## config.mk

```make
export PLATFORM = sky130hd
export DESIGN_NAME = cmp_search
export DESIGN_NICKNAME = d
export VERILOG_FILES = /design/src/rtl/cmp_search.sv
export SDC_FILE = /design/constraint.sdc
export NUM_CORES = 1
export LEC_CHECK = 0
export ABC_AREA = 1
export BUFFER_PORTS_ARGS = -buffer_cell sky130_fd_sc_hd__buf_2
export CAP_MARGIN = 20
export CELL_PAD_IN_SITES_DETAIL_PLACEMENT = 1
export CELL_PAD_IN_SITES_GLOBAL_PLACEMENT = 1
export CORE_MARGIN = 2
export CORE_UTILIZATION = 37
export CTS_CLUSTER_SIZE = 8
export DETAILED_ROUTE_END_ITERATION = 7
export GPL_ROUTABILITY_DRIVEN = 0
export PLACE_DENSITY_LB_ADDON = 0.1
export SLEW_MARGIN = 5
export SYNTH_ARGS = -nofsm -noshare
export SYNTH_HDL_FRONTEND = slang
export SYNTH_SLANG_ARGS = --single-unit
```

## constraint.sdc

```tcl
create_clock -name clk -period 2.4 [get_ports clk]
set_input_delay 0.24 -clock clk [delete_from_list [all_inputs] [get_ports clk]]
set_output_delay 0.24 -clock clk [all_outputs]
set_load 0.005 [all_outputs]
```

## src/rtl/cmp_search.sv

```systemverilog
// Binary-search engine: drives the b side of a magnitude comparator
// and recovers the unknown a operand from the eq/gt/lt verdicts.
module cmp_search #(
  parameter int W = 4
) (
  input  logic                      clk,
  input  logic                      rst_n,
  input  logic                      start,
  output logic [W-1:0]              guess,
  input  logic                      a_eq_b,
  input  logic                      a_gt_b,
  input  logic                      a_lt_b,
  output logic                      busy,
  output logic                      done,
  output logic                      err,
  output logic [W-1:0]              result,
  output logic [$clog2(W+2)-1:0]    probes
);

  localparam int CW = $clog2(W+2);

  localparam logic [W:0]   HI_INIT = {1'b0, {W{1'b1}}};
  localparam logic [W-1:0] G_INIT  = {1'b0, {(W-1){1'b1}}};

  typedef enum logic [1:0] {
    S_IDLE,
    S_PROBE,
    S_DONE
  } state_e;

  state_e        state_q, state_d;
  logic [W:0]    lo_q, lo_d;
  logic [W:0]    hi_q, hi_d;
  logic [W-1:0]  guess_q, guess_d;
  logic          err_q, err_d;
  logic [W-1:0]  result_q, result_d;
  logic [CW-1:0] probes_q, probes_d;

  logic [2:0]    flags;
  logic          onehot;
  logic [W:0]    gx;
  logic [W:0]    lo_n, hi_n, sum;
  logic          borrow, empty;

  assign flags  = {a_eq_b, a_gt_b, a_lt_b};
  assign onehot = (flags == 3'b100) ||
                  (flags == 3'b010) ||
                  (flags == 3'b001);
  assign gx     = {1'b0, guess_q};

  always_comb begin
    state_d  = state_q;
    lo_d     = lo_q;
    hi_d     = hi_q;
    guess_d  = guess_q;
    err_d    = err_q;
    result_d = result_q;
    probes_d = probes_q;
    lo_n     = lo_q;
    hi_n     = hi_q;
    borrow   = 1'b0;
    empty    = 1'b0;
    sum      = '0;

    unique case (state_q)
      S_IDLE: begin
        if (start) begin
          state_d  = S_PROBE;
          lo_d     = '0;
          hi_d     = HI_INIT;
          guess_d  = G_INIT;
          err_d    = 1'b0;
          probes_d = '0;
        end
      end

      S_PROBE: begin
        probes_d = probes_q + CW'(1);
        if (!onehot) begin
          err_d    = 1'b1;
          result_d = guess_q;
          state_d  = S_DONE;
        end else begin
          unique case (1'b1)
            a_eq_b: begin
              result_d = guess_q;
              state_d  = S_DONE;
            end
            a_gt_b: begin
              lo_n = gx + (W+1)'(1);
            end
            a_lt_b: begin
              // guess of zero wraps hi; the borrow flags the empty range
              hi_n   = gx - (W+1)'(1);
              borrow = (guess_q == '0);
            end
            default: ;
          endcase
          if (!a_eq_b) begin
            empty = borrow || (lo_n > hi_n);
            lo_d  = lo_n;
            hi_d  = hi_n;
            sum   = lo_n + hi_n;
            if (empty) begin
              err_d    = 1'b1;
              result_d = guess_q;
              state_d  = S_DONE;
            end else begin
              guess_d = sum[W:1];
            end
          end
        end
      end

      S_DONE: begin
        state_d = S_IDLE;
      end

      default: begin
        state_d = S_IDLE;
      end
    endcase
  end

  always_ff @(posedge clk) begin
    if (!rst_n) begin
      state_q  <= S_IDLE;
      lo_q     <= '0;
      hi_q     <= HI_INIT;
      guess_q  <= '0;
      err_q    <= 1'b0;
      result_q <= '0;
      probes_q <= '0;
    end else begin
      state_q  <= state_d;
      lo_q     <= lo_d;
      hi_q     <= hi_d;
      guess_q  <= guess_d;
      err_q    <= err_d;
      result_q <= result_d;
      probes_q <= probes_d;
    end
  end

  assign guess  = guess_q;
  assign busy   = (state_q == S_PROBE);
  assign done   = (state_q == S_DONE);
  assign err    = err_q;
  assign result = result_q;
  assign probes = probes_q;

endmodule

```

### After elaboration in Yosys (flattened, before gate mapping)

Cells that the tools add are included.

| operators by class | value |
|---|---|
| $add $sub $neg | 4 |
| $lt $le $gt $ge | 1 |
| equal/unequal tests | 11 |
| mux-type cells | 39 |
| reduce and logical (&&, ||, !) cells | 10 |

Operator list:

| cell | number |
|---|---|
| 2-to-1 mux 5 bit | 12 |
| 2-to-1 mux 4 bit | 8 |
| one-hot mux 5 bit (2 select lines) | 2 |
| 2-to-1 mux 2 bit | 5 |
| inequality test 2 bit (second input constant) | 4 |
| one-hot mux 4 bit (2 select lines) | 1 |
| AND reduction 4 bit | 2 |
| 2-to-1 mux 1 bit | 7 |
| one-hot mux 3 bit (2 select lines) | 1 |
| adder 4 x 1 -> 5 bit (second input constant) | 1 |
| adder 5 bit | 1 |
| greater-than comparator 5 bit | 1 |
| AND reduction 5 bit | 1 |
| subtractor 4 x 1 -> 5 bit (second input constant) | 1 |
| zero test 4 bit | 1 |
| one-hot mux 2 bit (2 select lines) | 1 |
| adder 3 x 1 -> 3 bit (second input constant) | 1 |
| equality test 3 x 1 -> 1 bit (second input constant) | 1 |
| equality test 3 x 2 -> 1 bit (second input constant) | 1 |
| equality test 3 bit (second input constant) | 1 |
| logical OR 1 bit | 3 |
| 2-to-1 mux 3 bit | 1 |
| inequality test 3 x 2 -> 1 bit (second input constant) | 1 |
| inequality test 3 bit (second input constant) | 1 |
| 6 further kinds | 6 |

| word-level totals | value |
|---|---|
| flip-flop bits (word level) | 24 |
| output and inout port bits | 14 |
| logic and storage cells | 72 |

### Depth between registers and ports, before layout

| logic depth | value |
|---|---|
| depth in word-level cells | 11 |
| gate-level depth with buffers | 17 |
| depth with buffers taken out | 17 |

### Worst setup path before layout

Ideal clock, no wire load.

| timing | value |
|---|---|
| path kind | register -> register |
| start | register guess_q[0] (netlist: guess[0]) |
| end | register result_q[0] (netlist: result[0]) |
| data arrival time | 2.204 ns |
| data required time | 2.285 ns |
| path slack | 0.081 ns |
| cell stages (with the launch flop) | 16 |
| buffers on the path | 1 |
| period minus slack after synthesis | 2.319 ns |
| cells stage by stage | dfxtp_1 inv_1 ha_1 xor2_1 nand2_1 o21ai_0 ha_1 nor2_1 nand3_1 nand3_1 nand2_1 nand2_1 nand2_2 buf_4 a21oi_1 nor2_1 |

| between the ends | value |
|---|---|
| word-level cells in the longest chain between the ends | 9 |
| elaborated cells on any way between the ends | 18 |
| classes of those cells | 2 x add/sub; 1 x order compare; 13 x mux; 2 x reduce/logical |

RTL lines:

| element | line | source |
|---|---|---|
| start: declaration | 34 | `logic [W-1:0] guess_q, guess_d;` |
| start signal: assignment | 138 | `guess_q <= guess_d;` |
| adder 4 x 1 -> 5 bit or subtractor 4 x 1 -> 5 bit (tied branches) | 90, 94 |  |
| 2-to-1 mux 5 bit | 84 | `unique case (1'b1)` |
| 2-to-1 mux 5 bit | 79 | `if (!onehot) begin` |
| 2-to-1 mux 5 bit | 65 | `unique case (state_q)` |
| greater-than comparator 5 bit | 100 | `empty = borrow \|\| (lo_n > hi_n);` |
| logical OR 1 bit | 100 |  |
| 2-to-1 mux 4 bit | 104 | `if (empty) begin` |
| 2-to-1 mux 4 bit | 99 | `if (!a_eq_b) begin` |
| 2-to-1 mux 4 bit * | 79 |  |
| end signal: assignment | 140 | `result_q <= result_d;` |
| end: declaration | 36 | `logic [W-1:0] result_q, result_d;` |

Every way passes the cells marked *; elsewhere a longest branch is shown, timed or not. The select of a mux whose other input is x is not followed.
A chain may end at the register's enable or synchronous reset.

### Worst setup path in the final report

| timing | value |
|---|---|
| start | register guess_q[0] (netlist: guess[0]) |
| end | register guess_q[1] (netlist: guess[1]) |

| between the ends | value |
|---|---|
| word-level cells in the longest chain between the ends | 9 |
| elaborated cells on any way between the ends | 21 |
| classes of those cells | 3 x add/sub; 1 x order compare; 1 x eq/ne; 13 x mux; 3 x reduce/logical |

RTL lines:

| element | line | source |
|---|---|---|
| adder 4 x 1 -> 5 bit or subtractor 4 x 1 -> 5 bit (tied branches) | 90, 94 |  |
| 2-to-1 mux 5 bit | 84 |  |
| 2-to-1 mux 5 bit | 79 |  |
| 2-to-1 mux 5 bit | 65 |  |
| adder 5 bit | 103 | `sum = lo_n + hi_n;` |
| 2-to-1 mux 4 bit | 104 |  |
| 2-to-1 mux 4 bit | 99 |  |
| 2-to-1 mux 4 bit | 79 |  |
| one-hot mux 4 bit (2 select lines) | 65 |  |

Parallel ways exist; a longest one is shown, timed or not. The select of a mux whose other input is x is not followed.

==> results.md <==
- Status: complete, no violations
- Final setup violation count: 0
- Placed instance count: 309
- Number of H-tree levels: 1
- Fmax: 0.444 GHz
- Crit Path Category: reg -> reg
- Power, Total: 1.53 mW
- Clk root buf: clkbuf_8
- WHS Endpoint: hi_q[2]
- Critical Path Start: guess[0]
- Worst IR Drop VDD: 0.289 mV
- Final slew viol count: 0
- Worst reg2reg endpoint: guess[1]
- Worst stage delay on the critical path: 0.37 ns
- Crit path DAT: 2.44 ns
- Asr flop ratio synth: 0%
- First-pass GRT wire length: 7.73 mm
- Rel. slew slack: 68.5%
- Critical path, cell by cell: inv_1 > ha_1 > xor2_1 > nand2_1 > o21ai_2 > ha_1 > buf_4 > buf_4 > or2_2 > a21oi_2 > nand3_1 > nand2_1 > nor2_1
- Hold depth: 2
- Largest net degree at the start of global routing: 20
- Synth Flop Type: dfxtp_1
- Final Core Density: 45.9%
- Max-Cap Viols: 0
- Die area: 0.00495 mm²
- Effective utilization at floorplan: 38.0%
- Row count: 24
- Post-synthesis cell count: 228
- Critical Path Sink Type: register
- EDFF count, synth: 0
- Worst-Skew Late Latency: 0.28 ns
- Fin Clk Skew: 0.00280 ns
- WP data required: 2.58 ns
- Clk slew on worst S/H paths: 0.10 ns
- Top cells by area, synth: dfxtp_1 29%, nand2_1 10%, ha_1 10%
- CTS tree: yes
- Final min period: 2.25 ns
- Nets: 285
- Area Overhead vs Synth: 21.0%
- CP Max Fanout: 4
- Synth cell types: 34
- Slack of the critical path: 0.146 ns
- Share of cells above drive strength 1: 27.3%
- I/O pin total: 20
- Detailed Route Iter0 Violations: 75
- Synth Cell Area: 0.00163 mm²
- Buffers on Ports: 19
- Dominant cell type by area after synthesis: dfxtp_1
- Ant. Diodes: 0
- Fin area: 0.00197 mm²
- Top cell type's share of synthesized area: 29.5%
- Worst-Margin Slew: 0.472 ns
- R2R Path Start: guess[0]
- LEAKAGE: 0.977 nW
- DR DRC count: 0
- Core region area: 0.00429 mm²
- Detailed Routing Iterations Pass 1: 4
- Syn Nets: 248
- Syn_area_per_cell: 7.15 µm²
- Hpwl dp: 3.34 mm
- Worst Min Path Start: rst_n
- Clock Sink Count: 24
- DRT antenna net count: 0
- CP startpoint kind: register
- Fill count: 573
- Total track usage: 19.6%
- Die Ht: 70.4 µm
- Post-Route WL: 4.59 mm
- Register bit total from synthesis: 24
- Ys Warns: 0
- Hold Crit Class: in -> reg
- CTS Buf Count: 3
- Width of the die: 70.4 µm
- R2r worst-path depth: 13
- Clock buffer depth: 2
- Initial antenna violation count: 0
- Final std cells w/o fill: 316
- Dpl cell area: 0.00184 mm²
- Final period utilization: 93.9%
- Ratio of routed vias to standard cells: 4.98
- Flop2flop setup slack: 0.15 ns
- Power density cells: 778 mW/mm²
- Critical path's slowest cell: dfxtp_2
- WL per Instance: 14.5 µm
- Total congestion overflow: 0
- Via Count: 1575
- Number of global-route vias before repair: 1554
- Seq/Total Area, Yosys: 29.5%
- Hold Buf Count CTS: 0
- Final Hold Viols: 0
- Worst slack, placed: 0.00903 ns
## logic make-up (layout without fill, tap and decap cells)
kind of cell | after synthesis | in the layout | synth area share [%]
flip-flops | 24 | 24 | 29.5
adder cells (fa/ha/maj) | 14 | 14 | 11.2
XOR/XNOR | 3 | 3 | 1.61
AO/OA/AOI/OAI | 46 | 46 | 15.7
AND/OR/NAND/NOR | 101 | 102 | 29.1
buffers and inverters | 40 | 75 | 13.0
## power by group
group          switching, mW  internal [mW]  leakage, nW
clock network          0.155          0.223       0.0357
registers             0.0317          0.448        0.197
logic                  0.398          0.278        0.744
## flip-flops by register name, indices dropped and copies added, names as in the netlist
| signal | flops |
|---|---|
| hi_q | 5 |
| lo_q | 5 |
| guess | 4 |
| result | 4 |
| probes | 3 |
| state_q | 2 |
| err | 1 |
## cells in the final DEF, fill, tap and decap left out, types with 5 or more instances in the layout
master,synthesis,layout
nor2_1,20,20
dfxtp_1,24,23
buf_2,1,19
o21ai_0,9,5
buf_4,1,20
nand3_1,20,20
inv_1,28,28
ha_1,13,13
nand3_2,5,5
a21oi_2,4,7
o21ai_1,5,7
a21oi_1,24,21
nand2_1,45,44
## how the worst max path moves through the flow
stage               slack (ns)  depth (start not counted)        end
floorplan                 0.08                         15  result[0]
global placement          0.04                         14  result[3]
detailed placement       0.009                         17  result[3]
CTS                       0.04                         11   guess[1]
global route             -0.01                         13   guess[1]
finish                    0.15                         13   guess[1]
## cells in the mapped netlist (2+ instances only)
| master | count |
|---|---|
| nand2_2 | 5 |
| nor2_1 | 20 |
| nand2_1 | 45 |
| a21oi_1 | 24 |
| ha_1 | 13 |
| nand3_2 | 5 |
| inv_2 | 2 |
| o21ai_0 | 9 |
| nand3_1 | 20 |
| dfxtp_1 | 24 |
| xor2_1 | 2 |
| inv_1 | 28 |
| a21oi_2 | 4 |
| o21ai_1 | 5 |
| buf_6 | 3 |
## cell type report
cell class	instances	area (µm²)	area share, %
Inverter	32	128	6.47
Sequential cell	24	482	24.4
Timing Repair Buffer	39	245	12.4
Clock inverter	1	30.0	1.52
Tap cell	52	65.1	3.30
Multi-Input combinational cell	165	981	49.7
Clock buffer	3	41.3	2.09
## what timing repair did
item                       4_1_cts  5_1_grt
pin swaps                        0        3
resized for setup                1       13
setup buffers                    0        2
setup endpoints to repair        7       11
gates cloned                     0        1
## stage by stage
| stage | TNS [ns] | hold WS, ns |
|---|---|---|
| floorplan | 0 | 0.382 |
| finish | 0 | 0.316 |
| global placement | 0 | 0.436 |
| CTS | 0 | 0.322 |
| detailed placement | 0 | 0.439 |
| global route | -0.0292 | 0.342 |
## routing by layer
layer	vias up	part of all wire (%)	track usage, %
met5	-	0	0
met4	0	0.50	2.56
li1	809	-	-
met1	742	51	28.6
met3	5	2.2	2.31
met2	19	46	31.9
## critical path: cells and delay by family (launching register included)
family / cells / cell delay, ns
compound gates: 2 / 0.19
xor+xnor: 1 / 0.14
fa+ha+maj: 2 / 0.56
buf+inv: 3 / 0.34
flops: 1 / 0.37
simple gates: 5 / 0.55
No activity file was read; power rests on OpenSTA's default activity.
